<file path="config.mk">
export PLATFORM = sky130hd
export DESIGN_NAME = tx_char_sched
export DESIGN_NICKNAME = d
export VERILOG_FILES = /design/src/rtl/tx_char_sched.sv
export SDC_FILE = /design/constraint.sdc
export NUM_CORES = 1
export LEC_CHECK = 0
export ABC_CLOCK_PERIOD_IN_PS = 8170
export CAP_MARGIN = 0
export CORE_MARGIN = 2
export CORE_UTILIZATION = 54
export CTS_CLUSTER_DIAMETER = 80
export DETAILED_ROUTE_END_ITERATION = 6
export PLACE_DENSITY = 0.91
export SYNTH_ARGS = -nofsm -noshare
export SYNTH_HDL_FRONTEND = slang
export SYNTH_SLANG_ARGS = --single-unit
</file>
<file path="constraint.sdc">
create_clock -name txClk -period 8.17 [get_ports txClk]
set_input_delay 1.2255 -clock txClk [delete_from_list [all_inputs] [get_ports txClk]]
set_output_delay 1.2255 -clock txClk [all_outputs]
set_load 0.01 [all_outputs]
</file>
<file path="src/rtl/tx_char_sched.sv">
// Transmit character scheduler for the DS link: picks time-code, FCT, N-char or NULL
// at each character boundary, tracks flow-control credit and keeps ESC pairs atomic.
module tx_char_sched (
  input  logic       txClk,
  input  logic       txReset,
  input  logic       sendNulls,
  input  logic       sendFcts,
  input  logic       sendNchars,
  input  logic       fctReq,
  input  logic       rxFct,
  input  logic       tickIn,
  input  logic [7:0] timeIn,
  input  logic       dataValid,
  input  logic [8:0] dataIn,
  output logic       dataPop,
  output logic       charValid,
  output logic       charIsL,
  output logic [7:0] charCode,
  input  logic       charReady,
  output logic [5:0] credit,
  output logic       creditError
);

  localparam logic [2:0] ST_IDLE   = 3'd0;
  localparam logic [2:0] ST_SINGLE = 3'd1;
  localparam logic [2:0] ST_T_ESC  = 3'd2;
  localparam logic [2:0] ST_T_DATA = 3'd3;
  localparam logic [2:0] ST_N_ESC  = 3'd4;
  localparam logic [2:0] ST_N_FCT  = 3'd5;

  localparam logic [1:0] LC_FCT = 2'b00;
  localparam logic [1:0] LC_EOP = 2'b01;
  localparam logic [1:0] LC_EEP = 2'b10;
  localparam logic [1:0] LC_ESC = 2'b11;

  localparam logic [6:0] CREDIT_MAX = 7'd56;

  logic [2:0] state_r;
  logic [2:0] fctPending_r;
  logic       tickPending_r;
  logic [7:0] timeVal_r;

  logic       slotFree_s;
  logic [2:0] nextState_s;
  logic       nextValid_s;
  logic       nextIsL_s;
  logic [7:0] nextCode_s;
  logic       selTick_s;
  logic       selFct_s;
  logic       selN_s;
  logic [6:0] creditSum_s;

  assign slotFree_s  = !charValid || charReady;
  assign dataPop     = selN_s && !txReset;
  assign creditSum_s = {1'b0, credit} + (rxFct ? 7'd8 : 7'd0) - (selN_s ? 7'd1 : 7'd0);

  // Next-character selection: second halves of pairs first, then the priority chain.
  always_comb begin
    nextState_s = state_r;
    nextValid_s = charValid;
    nextIsL_s   = charIsL;
    nextCode_s  = charCode;
    selTick_s   = 1'b0;
    selFct_s    = 1'b0;
    selN_s      = 1'b0;
    if (slotFree_s) begin
      case (state_r)
        ST_T_ESC: begin
          nextState_s = ST_T_DATA;
          nextValid_s = 1'b1;
          nextIsL_s   = 1'b0;
          nextCode_s  = timeVal_r;
        end
        ST_N_ESC: begin
          nextState_s = ST_N_FCT;
          nextValid_s = 1'b1;
          nextIsL_s   = 1'b1;
          nextCode_s  = {6'd0, LC_FCT};
        end
        default: begin
          if (tickPending_r && sendNchars) begin
            selTick_s   = 1'b1;
            nextState_s = ST_T_ESC;
            nextValid_s = 1'b1;
            nextIsL_s   = 1'b1;
            nextCode_s  = {6'd0, LC_ESC};
          end else if ((fctPending_r != 3'd0) && sendFcts) begin
            selFct_s    = 1'b1;
            nextState_s = ST_SINGLE;
            nextValid_s = 1'b1;
            nextIsL_s   = 1'b1;
            nextCode_s  = {6'd0, LC_FCT};
          end else if (dataValid && sendNchars && (credit != 6'd0)) begin
            selN_s      = 1'b1;
            nextState_s = ST_SINGLE;
            nextValid_s = 1'b1;
            if (dataIn[8]) begin
              nextIsL_s  = 1'b1;
              nextCode_s = {6'd0, (dataIn[0] ? LC_EEP : LC_EOP)};
            end else begin
              nextIsL_s  = 1'b0;
              nextCode_s = dataIn[7:0];
            end
          end else if (sendNulls) begin
            nextState_s = ST_N_ESC;
            nextValid_s = 1'b1;
            nextIsL_s   = 1'b1;
            nextCode_s  = {6'd0, LC_ESC};
          end else begin
            nextState_s = ST_IDLE;
            nextValid_s = 1'b0;
            nextIsL_s   = charIsL;
            nextCode_s  = charCode;
          end
        end
      endcase
    end else begin
      nextState_s = state_r;
      nextValid_s = charValid;
    end
  end

  // Output character register and pair-tracking state.
  always_ff @(posedge txClk) begin
    if (txReset) begin
      state_r   <= ST_IDLE;
      charValid <= 1'b0;
      charIsL   <= 1'b0;
      charCode  <= 8'd0;
    end else begin
      state_r   <= nextState_s;
      charValid <= nextValid_s;
      charIsL   <= nextIsL_s;
      charCode  <= nextCode_s;
    end
  end

  // Pending time-code and FCT bookkeeping; a fresh tickIn wins over its own selection.
  always_ff @(posedge txClk) begin
    if (txReset) begin
      tickPending_r <= 1'b0;
      timeVal_r     <= 8'd0;
      fctPending_r  <= 3'd0;
    end else begin
      if (tickIn) begin
        tickPending_r <= 1'b1;
        timeVal_r     <= timeIn;
      end else if (selTick_s) begin
        tickPending_r <= 1'b0;
      end else begin
        tickPending_r <= tickPending_r;
      end
      if (selFct_s && !fctReq) begin
        fctPending_r <= fctPending_r - 3'd1;
      end else if (!selFct_s && fctReq && (fctPending_r != 3'd7)) begin
        fctPending_r <= fctPending_r + 3'd1;
      end else begin
        fctPending_r <= fctPending_r;
      end
    end
  end

  // Credit accounting; an overflowing FCT leaves credit untouched and sets the sticky error.
  always_ff @(posedge txClk) begin
    if (txReset) begin
      credit      <= 6'd0;
      creditError <= 1'b0;
    end else if (rxFct) begin
      if (creditSum_s > CREDIT_MAX) begin
        credit      <= credit;
        creditError <= 1'b1;
      end else begin
        credit      <= creditSum_s[5:0];
        creditError <= creditError;
      end
    end else if (selN_s) begin
      credit      <= credit - 6'd1;
      creditError <= creditError;
    end else begin
      credit      <= credit;
      creditError <= creditError;
    end
  end

endmodule

</file>
==> results of run 1 <==
==> metal layers <==
layer	share of wire (%)	track usage, %
met1	48	32.2
met2	46	37.6
met3	4.3	4.58
met4	1.6	8.42
met5	0	0
==> state kept, by name, summed over array words and instances, names as in the netlist <==
register	count
charCode	8
state_r	3
credit	6
creditError	1
tickPending_r	1
charValid	1
charIsL	1
fctPending_r	3
timeVal_r	8
==> cell families after synthesis <==
kind of cell	after synthesis
compound gates	60
xor+xnor	7
fa+ha+maj	13
buf+inv	24
flops	32
mux	9
simple gates	89
==> stage by stage <==
step           std cells  hold slack (ns)  utilization, %
2_1_floorplan        234            0.460               -
3_3_place_gp         318            0.457            71.0
3_5_place_dp         318            0.479            71.0
4_1_cts              326            0.497            73.3
5_1_grt              326            0.536            73.3
6_report             326            0.494            73.3
==> final cells by class <==
type                            count  area share (%)
Multi-Input combinational cell    178            48.2
Sequential cell                    32            25.8
Timing Repair Buffer               45            18.0
Inverter                           17            2.57
Tap cell                           46            2.32
Clock buffer                        6            1.66
Clock inverter                      2            1.41
==> worst max-delay path by stage <==
| stage | end | slack (ns) |
|---|---|---|
| 3_5_place_dp | credit[4] | 3.02 |
| 3_3_place_gp | credit[4] | 3.16 |
| 6_report | credit[4] | 3.25 |
| 5_1_grt | credit[4] | 2.91 |
| 2_1_floorplan | credit[4] | 3.95 |
| 4_1_cts | credit[4] | 3.29 |
==> synthesized netlist by cell type, drive strengths merged (5+ instances only) <==
cell type / number / share of area (%)
dfxtp: 32 / 33
a221oi: 8 / 3.6
mux2i: 8 / 4.1
nor2: 37 / 7.2
nor3: 12 / 3.9
a21oi: 11 / 2.8
ha: 11 / 7.1
o21ai: 7 / 1.8
nand3: 5 / 1.3
nand2b: 5 / 1.6
inv: 17 / 3.3
nand2: 13 / 2.7
clkbuf: 6 / 1.2
a211oi: 7 / 2.7
==> power by group <==
part	switching [mW]	internal [mW]
Combinational	0.267	0.223
Clock	0.0526	0.0641
Sequential	0.0424	0.194
Total	0.362	0.482
==> worst register-to-register path: stages, from the launching register on <==
cell      delay, ns
dfxtp_1        0.35
inv_1          0.18
ha_1           0.21
nor4bb_1       0.38
or4_4          0.26
nor2_1         0.07
ha_1           0.22
inv_1          0.06
ha_1           0.16
inv_1          0.06
fa_1           0.37
nand2b_1       0.18
a21oi_1        0.26
xor2_1         0.13
o311ai_1       0.93
o311ai_0       0.29
a31oi_1        0.18
==> reports/qor.yml, run 1 <==
placed_design:
  gp_congestion: 0.909
  pre_cts_slack_ns: 3.02
  dpl_cell_area_sq_um: 2410
  portBuffers: 44
  hpwl_mm: 3.38
logic_synthesis:
  async_flop_share_pct: 0
  ys_warn_count: 0
  ys_ff_latch: 32
  synthXorXnorAreaFrac_pct: 3.17
  synth.area.mux_share_pct: 4.72
  postSynthNetCount: 274
  syn_avg_cell_area_sq_um: 8.27
  yosys.cell_types.count: 49
  synthCells: 234
  synth_top_family_by_area: "simple AND/OR/NAND/NOR gates"
  syn-cell-area_sq_um: 1940
  synth_compound_area_share_pct: 21.7
  yosysSeqAreaShare_pct: 33.1
  synthAdderAreaFrac_pct: 9.18
  synthSimpleGateAreaFrac_pct: 23.1
  synthFlopType: "dfxtp_1"
  synth_edf_count: 0
global_routing:
  antenna_found_initial: 0
  grt_max_degree: 34
  grt_pass1_wl_mm: 7.73
  grt_overflow: 0
  grt_pass1_vias: 1756
  grt_use_total_pct: 23.8
setup_path:
  crit_chain: "clkdlybuf4s50_1 > nand2b_1 > o21ai_0 > nor2_1 > ha_1 > inv_1 > ha_1 > inv_1 > fa_1 > nand2b_1 > a21oi_1 > xor2_1 > o311ai_1 > o311ai_0 > a31oi_1"
  cp-startpoint: "charReady"
  crit_fanout: 10
  cp_top_family: "compound AO/OA/AOI/OAI gates"
  rrSetupSlack_ns: 3.82
  cp.depth: 15
  reg2reg_to: "credit[4]"
  crit_path_end_kind: "register"
  critPathMaxStageDelay_ns: 0.93
  cp_data_required_time_ns: 8.43
  cp_data_arrival_time_ns: 5.19
  path_buf_inv: 3
  critPathLaunchType: "input port"
  crit_type: "in -> reg"
  r2r-start: "credit[1]"
  r2r.worst_path.cells: 16
  cp_slowest_cell: "o311ai_1"
min_path:
  hp-class: "reg -> reg"
  holdPathStages: 2
  worstHoldEndpoint: "charCode[2]"
  hold_start: "charCode[2]"
routing:
  initialDrtViolationCount: 175
  vias_per_cell: 5.67
  ant_nets: 0
  drt-wirelength-per-cell_microns: 13.9
  drtPass1Iterations: 4
  finalWirelength_mm: 4.55
  num_vias: 1849
  drc: 0
timing:
  max_freq_mhz: 203
  finalSetupViolations: 0
  drv_slew: 0
  setup_slack_ns: 3.25
  rsz0062_at_grt: "no"
  hold_viol_final: 0
  worst_slew_pin_slew_ns: 1.08
  skew_ns: 0.0160
  fin_crit_sh_pct: 60.3
  period_needed_ns: 4.92
  tns_ns: 0
  relSlewSlack_pct: 27.2
clock_tree:
  tritoncts: "built"
  root_buffer: "clkbuf_4"
  clock_latency_ns: 0.34
  cts-resized-gates: 0
  cts_buffers: 5
  cts_hold_buf: 0
  cts_htree_levels: 2
  cts.sinks: 32
  post_cts_buffers: 0
  cts.reportedPaths.clkPinSlew_ns: 0.10
  clock_path_buffers: 2
power:
  p_total_mw: 0.843
  ir_drop_uv: 288
  powerDensity_nw_per_um2: 339
  leakagePower_nw: 0.966
finish:
  multi_input_area_sq_um: 1200
  regArea_sq_um: 641
  syn2layout_area_growth_pct: 28.3
  final_common_cell: "clkdlybuf4s50_1"
  nets: 319
  final_cell_mix: "44 x clkdlybuf4s50_1, 37 x nor2_1, 32 x dfxtp_1"
  fillers: 252
  design_area_sq_um: 2480
  drive_gt1_share_pct: 5.71
  num_antenna_cells: 0
die:
  ios: 45
  core-area_sq_um: 3390
  initial_core_util_pct: 57.1
  die_w_microns: 63.9
  rows: 21
  dieArea_sq_um: 4080
  die_h_microns: 63.9
status:
  outcome: "finished, final reports clean"
run:
  drv_cap: 0
Power figures use the tool's default switching activity.
==> run 2: changes to the inputs <==
ABC_CLOCK_PERIOD_IN_PS = 4800   (was 8170)
CORE_UTILIZATION = 50   (was 54)
PLACE_DENSITY = 0.86   (was 0.91)
clock period = 4.8 ns   (was 8.17 ns; I/O delays follow)
==> run 2 against run 1 <==
Effect of this change: clock skew is 0.011 ns lower; register-to-register slack got worse by 2.7 ns; sequential power is 71% higher; via count fell by 0.11%; largest cell class unchanged.
==> reports/qor.yml, run 2 (synthesized netlist as in run 1, its figures left out) <==
status:
  outcome: "finished, final reports clean"  # unchanged
clock_tree:
  cts.sinks: 32  # unchanged
  clock_path_buffers: 2  # unchanged
  cts_hold_buf: 0  # unchanged
  root_buffer: "clkbuf_8"  # was clkbuf_4
  cts_buffers: 5  # unchanged
  cts-resized-gates: 0  # unchanged
  clock_latency_ns: 0.29  # was 0.34 ns
  tritoncts: "built"  # unchanged
  cts.reportedPaths.clkPinSlew_ns: 0.06  # was 0.10 ns
  post_cts_buffers: 0  # unchanged
  cts_htree_levels: 2  # unchanged
power:
  ir_drop_uv: 389  # was 288 uV
  p_clk_share_pct: 13.3  # was 13.8%
  pwr-share-seq_pct: 28.2  # was 28.1%
  leakagePower_nw: 0.969  # was 0.966 nW
  combPwrFrac_pct: 58.5  # was 58.1%
  switching_power_mw: 0.618  # was 0.362 mW
  powerDensity_nw_per_um2: 575  # was 339 nW/um^2
  internal_power_mw: 0.818  # was 0.482 mW
  switching_share_pct: 43.0  # was 42.9%
routing:
  drt-wirelength-per-cell_microns: 14.0  # was 13.9 microns
  num_vias: 1847  # was 1849
  drtPass1Iterations: 4  # unchanged
  vias_per_cell: 5.63  # was 5.67
  finalWirelength_mm: 4.58  # was 4.55 mm
  ant_nets: 0  # unchanged
  drc: 0  # unchanged
  initialDrtViolationCount: 168  # was 175
setup_path:
  r2r.worst_path.cells: 17  # was 16
  crit_type: "in -> reg"  # unchanged
  cp_data_required_time_ns: 5.01  # was 8.43 ns
  reg2reg_to: "credit[4]"  # unchanged
  critPathMaxStageDelay_ns: 0.43  # was 0.93 ns
  cp_slowest_cell: "clkdlybuf4s50_1"  # was o311ai_1
  crit_chain: "clkdlybuf4s50_1 > nand2b_1 > o21ai_0 > nor2_1 > ha_1 > inv_1 > ha_1 > inv_1 > fa_1 > nand2b_1 > a21oi_1 > xor2_1 > o311ai_1 > buf_4 > or2_2 > a31oi_1"  # was clkdlybuf4s50_1 > nand2b_1 > o21ai_0 > nor2_1 > ha_1 > inv_1 > ha_1 > inv_1 > fa_1 > nand2b_1 > a21oi_1 > xor2_1 > o311ai_1 > o311ai_0 > a31oi_1
  path_buf_inv: 4  # was 3
  cp_data_arrival_time_ns: 4.09  # was 5.19 ns
  rrSetupSlack_ns: 1.08  # was 3.82 ns
  crit_fanout: 10  # unchanged
  critPathLaunchType: "input port"  # unchanged
  cp_top_family: "compound AO/OA/AOI/OAI gates"  # unchanged
  r2r-start: "credit[1]"  # unchanged
  crit_path_end_kind: "register"  # unchanged
finish:
  nets: 320  # was 319
  final_common_cell: "clkdlybuf4s50_1"  # unchanged
  final_cell_mix: "44 x clkdlybuf4s50_1, 37 x nor2_1, 32 x dfxtp_1"  # unchanged
  syn2layout_area_growth_pct: 28.9  # was 28.3%
  drive_gt1_share_pct: 5.71  # unchanged
  num_antenna_cells: 0  # unchanged
  post-route-util_pct: 67.6  # was 73.3%
  top_regs: "charCode (8), timeVal_r (8), credit (6)"  # unchanged
timing:
  relSlewSlack_pct: 46.0  # was 27.2%
  period_needed_ns: 3.87
  whs_ns: 0.492  # was 0.494 ns
  fin_crit_sh_pct: 80.7
  hold_viol_final: 0  # unchanged
  max_freq_mhz: 258
  drv_slew: 0  # unchanged
  rsz0062_at_grt: "no"  # unchanged
  tns_ns: 0  # unchanged
  worst_slew_pin_slew_ns: 0.804  # was 1.08 ns
  finalSetupViolations: 0  # unchanged
  skew_ns: 0.00452  # was 0.0160 ns
min_path:
  holdPathStages: 2  # unchanged
  hold_start: "charCode[2]"  # unchanged
  worstHoldEndpoint: "charCode[2]"  # unchanged
  hp-class: "reg -> reg"  # unchanged
global_routing:
  grt_max_degree: 34  # unchanged
  antenna_found_initial: 0  # unchanged
  grt_use_total_pct: 22.5  # was 23.8%
  grt_pass1_wl_mm: 7.49  # was 7.73 mm
  grt_pass1_vias: 1702  # was 1756
  grt_overflow: 0  # unchanged
run:
  drv_cap: 0  # unchanged
die:
  ios: 45  # unchanged
  core-area_sq_um: 3690  # was 3390 sq um
  initial_core_util_pct: 52.5  # was 57.1%
  die_w_microns: 66.2  # was 63.9 microns
  dieArea_sq_um: 4390  # was 4080 sq um
  die_h_microns: 66.2  # was 63.9 microns
  rows: 22  # was 21
placed_design:
  gp_congestion: 0.904  # was 0.909
  hpwl_mm: 3.46  # was 3.38 mm
  portBuffers: 44  # unchanged
==> run 2: cell types whose count changed in the layout (fill, tap and decap cells not counted) <==
cell,change
bufinv_16,-1
clkbuf_8,+5
buf_4,+1
clkbuf_4,-5
==> run 2: power by group through the flow <==
stage	clock network [mW]	registers [mW]	logic, mW
after global placement	0	0.406	0.819
after floorplan	0	0.410	0.578
after detailed placement	0	0.409	0.830
after CTS	0.194	0.404	0.836
after global routing	0.209	0.414	0.941
final	0.191	0.405	0.840
==> run 2: through the flow <==
step | setup slack (ns) | power, mW | cells | cell area [sq um]
after floorplan | 1.05 | 0.988 | 234 | 1940
after global placement | 0.768 | 1.22 | 321 | 2420
after detailed placement | 0.643 | 1.24 | 321 | 2420
after CTS | 0.948 | 1.44 | 328 | 2490
after global routing | 0.625 | 1.56 | 328 | 2490
final | 0.929 | 1.44 | 328 | 2490
==> run 2: worst max-delay path by stage <==
| stage | depth (start not counted) | startpoint | to |
|---|---|---|---|
| 4_1_cts | 16 | charReady | credit[4] |
| 5_1_grt | 16 | charReady | credit[4] |
| 2_1_floorplan | 17 | credit[1] | credit[4] |
| 6_report | 16 | charReady | credit[4] |
| 3_5_place_dp | 16 | charReady | credit[4] |
| 3_3_place_gp | 16 | charReady | credit[4] |
==> run 2: worst reg2reg max path: stages, from the launching register on <==
cell and delay, ns:
dfxtp_1 0.33, inv_1 0.18, ha_1 0.23, nor4bb_1 0.34
or4_4 0.25, nor2_1 0.07, ha_1 0.21, inv_1 0.05
ha_1 0.16, inv_1 0.05, fa_1 0.37, nand2b_1 0.19
a21oi_1 0.25, xor2_1 0.23, o311ai_1 0.12, buf_4 0.20
or2_2 0.27, a31oi_1 0.16
==> run 2: cell type report <==
| type | count | area [sq um] |
|---|---|---|
| multi-input combinational | 178 | 1200 |
| fill | 304 | 1190 |
| sequential | 32 | 641 |
| timing repair buffer | 46 | 455 |
| clock buffer | 6 | 72.6 |
| inverter | 17 | 63.8 |
| tap | 48 | 60.1 |
| clock inverter | 1 | 5.00 |
==> run 2: metal layers <==
| metal | global-route usage [%] | up-vias | part of all wire (%) | wire (microns) |
|---|---|---|---|---|
| met3 | 4.77 | 8 | 4.3 | 199 |
| met5 | 0 | - | 0 | 0 |
| met4 | 10.7 | 0 | 1.9 | 85 |
| met2 | 34.5 | 32 | 46 | 2120 |
| li1 | - | 944 | - | - |
| met1 | 29.8 | 863 | 47 | 2180 |
==> run 3: changes to the inputs <==
ABC_CLOCK_PERIOD_IN_PS = 3800   (was 4800)
clock period = 3.8 ns   (was 4.8 ns; I/O delays follow)
==> run 3 against run 2 <==
Effect of this change: hold slack worse by 0.0088 ns; worst setup slack worse by 0.60 ns; flip-flop and latch count unchanged; cell count up 3.4%; core utilization up 3.2 points; clock skew about the same; count of clock-buffer cells in the layout unchanged; first-iteration DRC count up 0.60%; critical path depth down 1; final area up 4.7%; non-clock buffer count up 10; largest cell class unchanged; via count up 4.2%.
==> reports/qor.yml, run 3 (synthesized netlist as in run 1, its figures left out) <==
clock_tree:
  clock_path_buffers: 2  # unchanged
  tritoncts: "built"  # unchanged
  cts_htree_levels: 2  # unchanged
  root_buffer: "clkbuf_8"  # unchanged
  cts_buffers: 5  # unchanged
  cts.reportedPaths.clkPinSlew_ns: 0.07  # was 0.06 ns
  cts.sinks: 32  # unchanged
  clock_latency_ns: 0.29  # about the same
routing:
  num_vias: 1925  # was 1847
  drt-wirelength-per-cell_microns: 14.4  # was 14.0 microns
  drtPass1Iterations: 5  # was 4
  finalWirelength_mm: 4.89  # was 4.58 mm
  initialDrtViolationCount: 169  # was 168
  ant_nets: 0  # unchanged
  drc: 0  # unchanged
  vias_per_cell: 5.68  # was 5.63
setup_path:
  crit_path_end_kind: "register"  # unchanged
  crit_type: "in -> reg"  # unchanged
  cp_data_required_time_ns: 4.01  # was 5.01 ns
  critPathLaunchType: "input port"  # unchanged
  cp_data_arrival_time_ns: 3.69  # was 4.09 ns
  crit_fanout: 10  # unchanged
global_routing:
  grt_max_degree: 33  # was 34
  antenna_found_initial: 0  # unchanged
  grt_overflow: 0  # unchanged
  grt_use_total_pct: 24.7  # was 22.5%
  grt_pass1_wl_mm: 8.31  # was 7.49 mm
  grt_pass1_vias: 1791  # was 1702
finish:
  drive_gt1_share_pct: 10.7  # was 5.71%
  final_common_cell: "clkdlybuf4s50_1"  # unchanged
  num_antenna_cells: 0  # unchanged
  design_area_sq_um: 2610  # was 2490 sq um
  final_cell_mix: "44 x clkdlybuf4s50_1, 37 x nor2_1, 31 x dfxtp_1"  # was 44 x clkdlybuf4s50_1, 37 x nor2_1, 32 x dfxtp_1
  fillers: 297  # was 304
  nets: 330  # was 320
  top_regs: "charCode (8), timeVal_r (8), credit (6)"  # unchanged
  layout.cells.non_filler: 339  # was 328
  syn2layout_area_growth_pct: 34.9  # was 28.9%
die:
  initial_core_util_pct: 52.5  # unchanged
  die_w_microns: 66.2  # unchanged
  dieArea_sq_um: 4390  # unchanged
  core-area_sq_um: 3690  # unchanged
  die_h_microns: 66.2  # unchanged
  ios: 45  # unchanged
  rows: 22  # unchanged
placed_design:
  dpl.cell_count: 331  # was 321
  portBuffers: 44  # unchanged
  gp_congestion: 0.887  # was 0.904
  hpwl_mm: 3.73  # was 3.46 mm
  pre_cts_slack_ns: 0.0786  # was 0.643 ns
  dpl_cell_area_sq_um: 2490  # was 2420 sq um
timing:
  tns_ns: 0  # unchanged
  skew_ns: 0.00493  # was 0.00452 ns
  max_freq_mhz: 288
  worst_slew_pin_slew_ns: 0.797  # was 0.804 ns
  hold_viol_final: 0  # unchanged
  whs_ns: 0.483  # was 0.492 ns
  relSlewSlack_pct: 46.5  # was 46.0%
  rsz0062_at_grt: "no"  # unchanged
  setup_slack_ns: 0.329  # was 0.929 ns
  finalSetupViolations: 0  # unchanged
  fin_crit_sh_pct: 91.3
  period_needed_ns: 3.47
  drv_slew: 0  # unchanged
power:
  powerDensity_nw_per_um2: 683  # was 575 nW/um^2
  ir_drop_uv: 431  # was 389 uV
  leakagePower_nw: 1.03  # was 0.969 nW
status:
  outcome: "finished, final reports clean"  # unchanged
min_path:
  hp-class: "reg -> reg"  # unchanged
run:
  drv_cap: 0  # unchanged
run 3: area by class of cell:
type | count | area (sq um) | share of cell area, %
clock buffers | 6 | 72.6 | 2.78
clock inverters | 2 | 35.0 | 1.34
inverters | 17 | 63.8 | 2.44
multi-input cells | 178 | 1210 | 46.2
flip-flops and latches | 32 | 642 | 24.6
well taps | 48 | 60.1 | 2.30
repair buffers | 56 | 531 | 20.3
run 3: path summary, 6_finish.rpt:
| kind | start | end | slack [ns] | cells past startpoint |
|---|---|---|---|---|
| setup reg to reg | credit[0] | credit[0] | 0.33 | 17 |
| hold / removal | creditError | creditError | 0.48 | 2 |
| hold reg to reg | creditError | creditError | 0.48 | 2 |
| setup / recovery | sendFcts | credit[4] | 0.33 | 15 |
run 3: metal layers:
metal	vias to the layer above	share of wire, %	GRT usage, %
li1	967	-	-
met1	911	46	31.1
met2	39	47	39.0
met3	8	4.7	7.33
met4	0	1.7	10.5
met5	-	0	0
run 3: repair_timing:
action	in CTS	in global routing
endpoints found under the setup margin	0	5
resized for setup	0	4
buffers inserted	0	0
hold buffers	0	0
run 3: worst max-delay path, cell delays in order:
cell	delay [ns]
clkdlybuf4s50_1	0.44
o31a_1	0.14
or4_4	0.52
nor2_1	0.13
ha_1	0.17
inv_1	0.05
ha_1	0.19
inv_1	0.07
fa_1	0.42
nand2_1	0.07
o211ai_1	0.12
o311ai_1	0.31
buf_4	0.21
o311ai_0	0.14
a31oi_1	0.14
run 3: through the flow:
stage | power (mW) | utilization [%]
2_1_floorplan | 1.25 | -
3_3_place_gp | 1.42 | 67.6
3_5_place_dp | 1.44 | 67.6
4_1_cts | 1.78 | 70.5
5_1_grt | 1.93 | 70.8
6_report | 1.78 | 70.8
run 3: where the power goes:
group / total (mW) / leakage (nW) / switching, mW / internal, mW
clock: 0.323 / 0.0552 / 0.128 / 0.194
sequential: 0.490 / 0.265 / 0.0765 / 0.414
combinational: 0.971 / 0.714 / 0.498 / 0.473
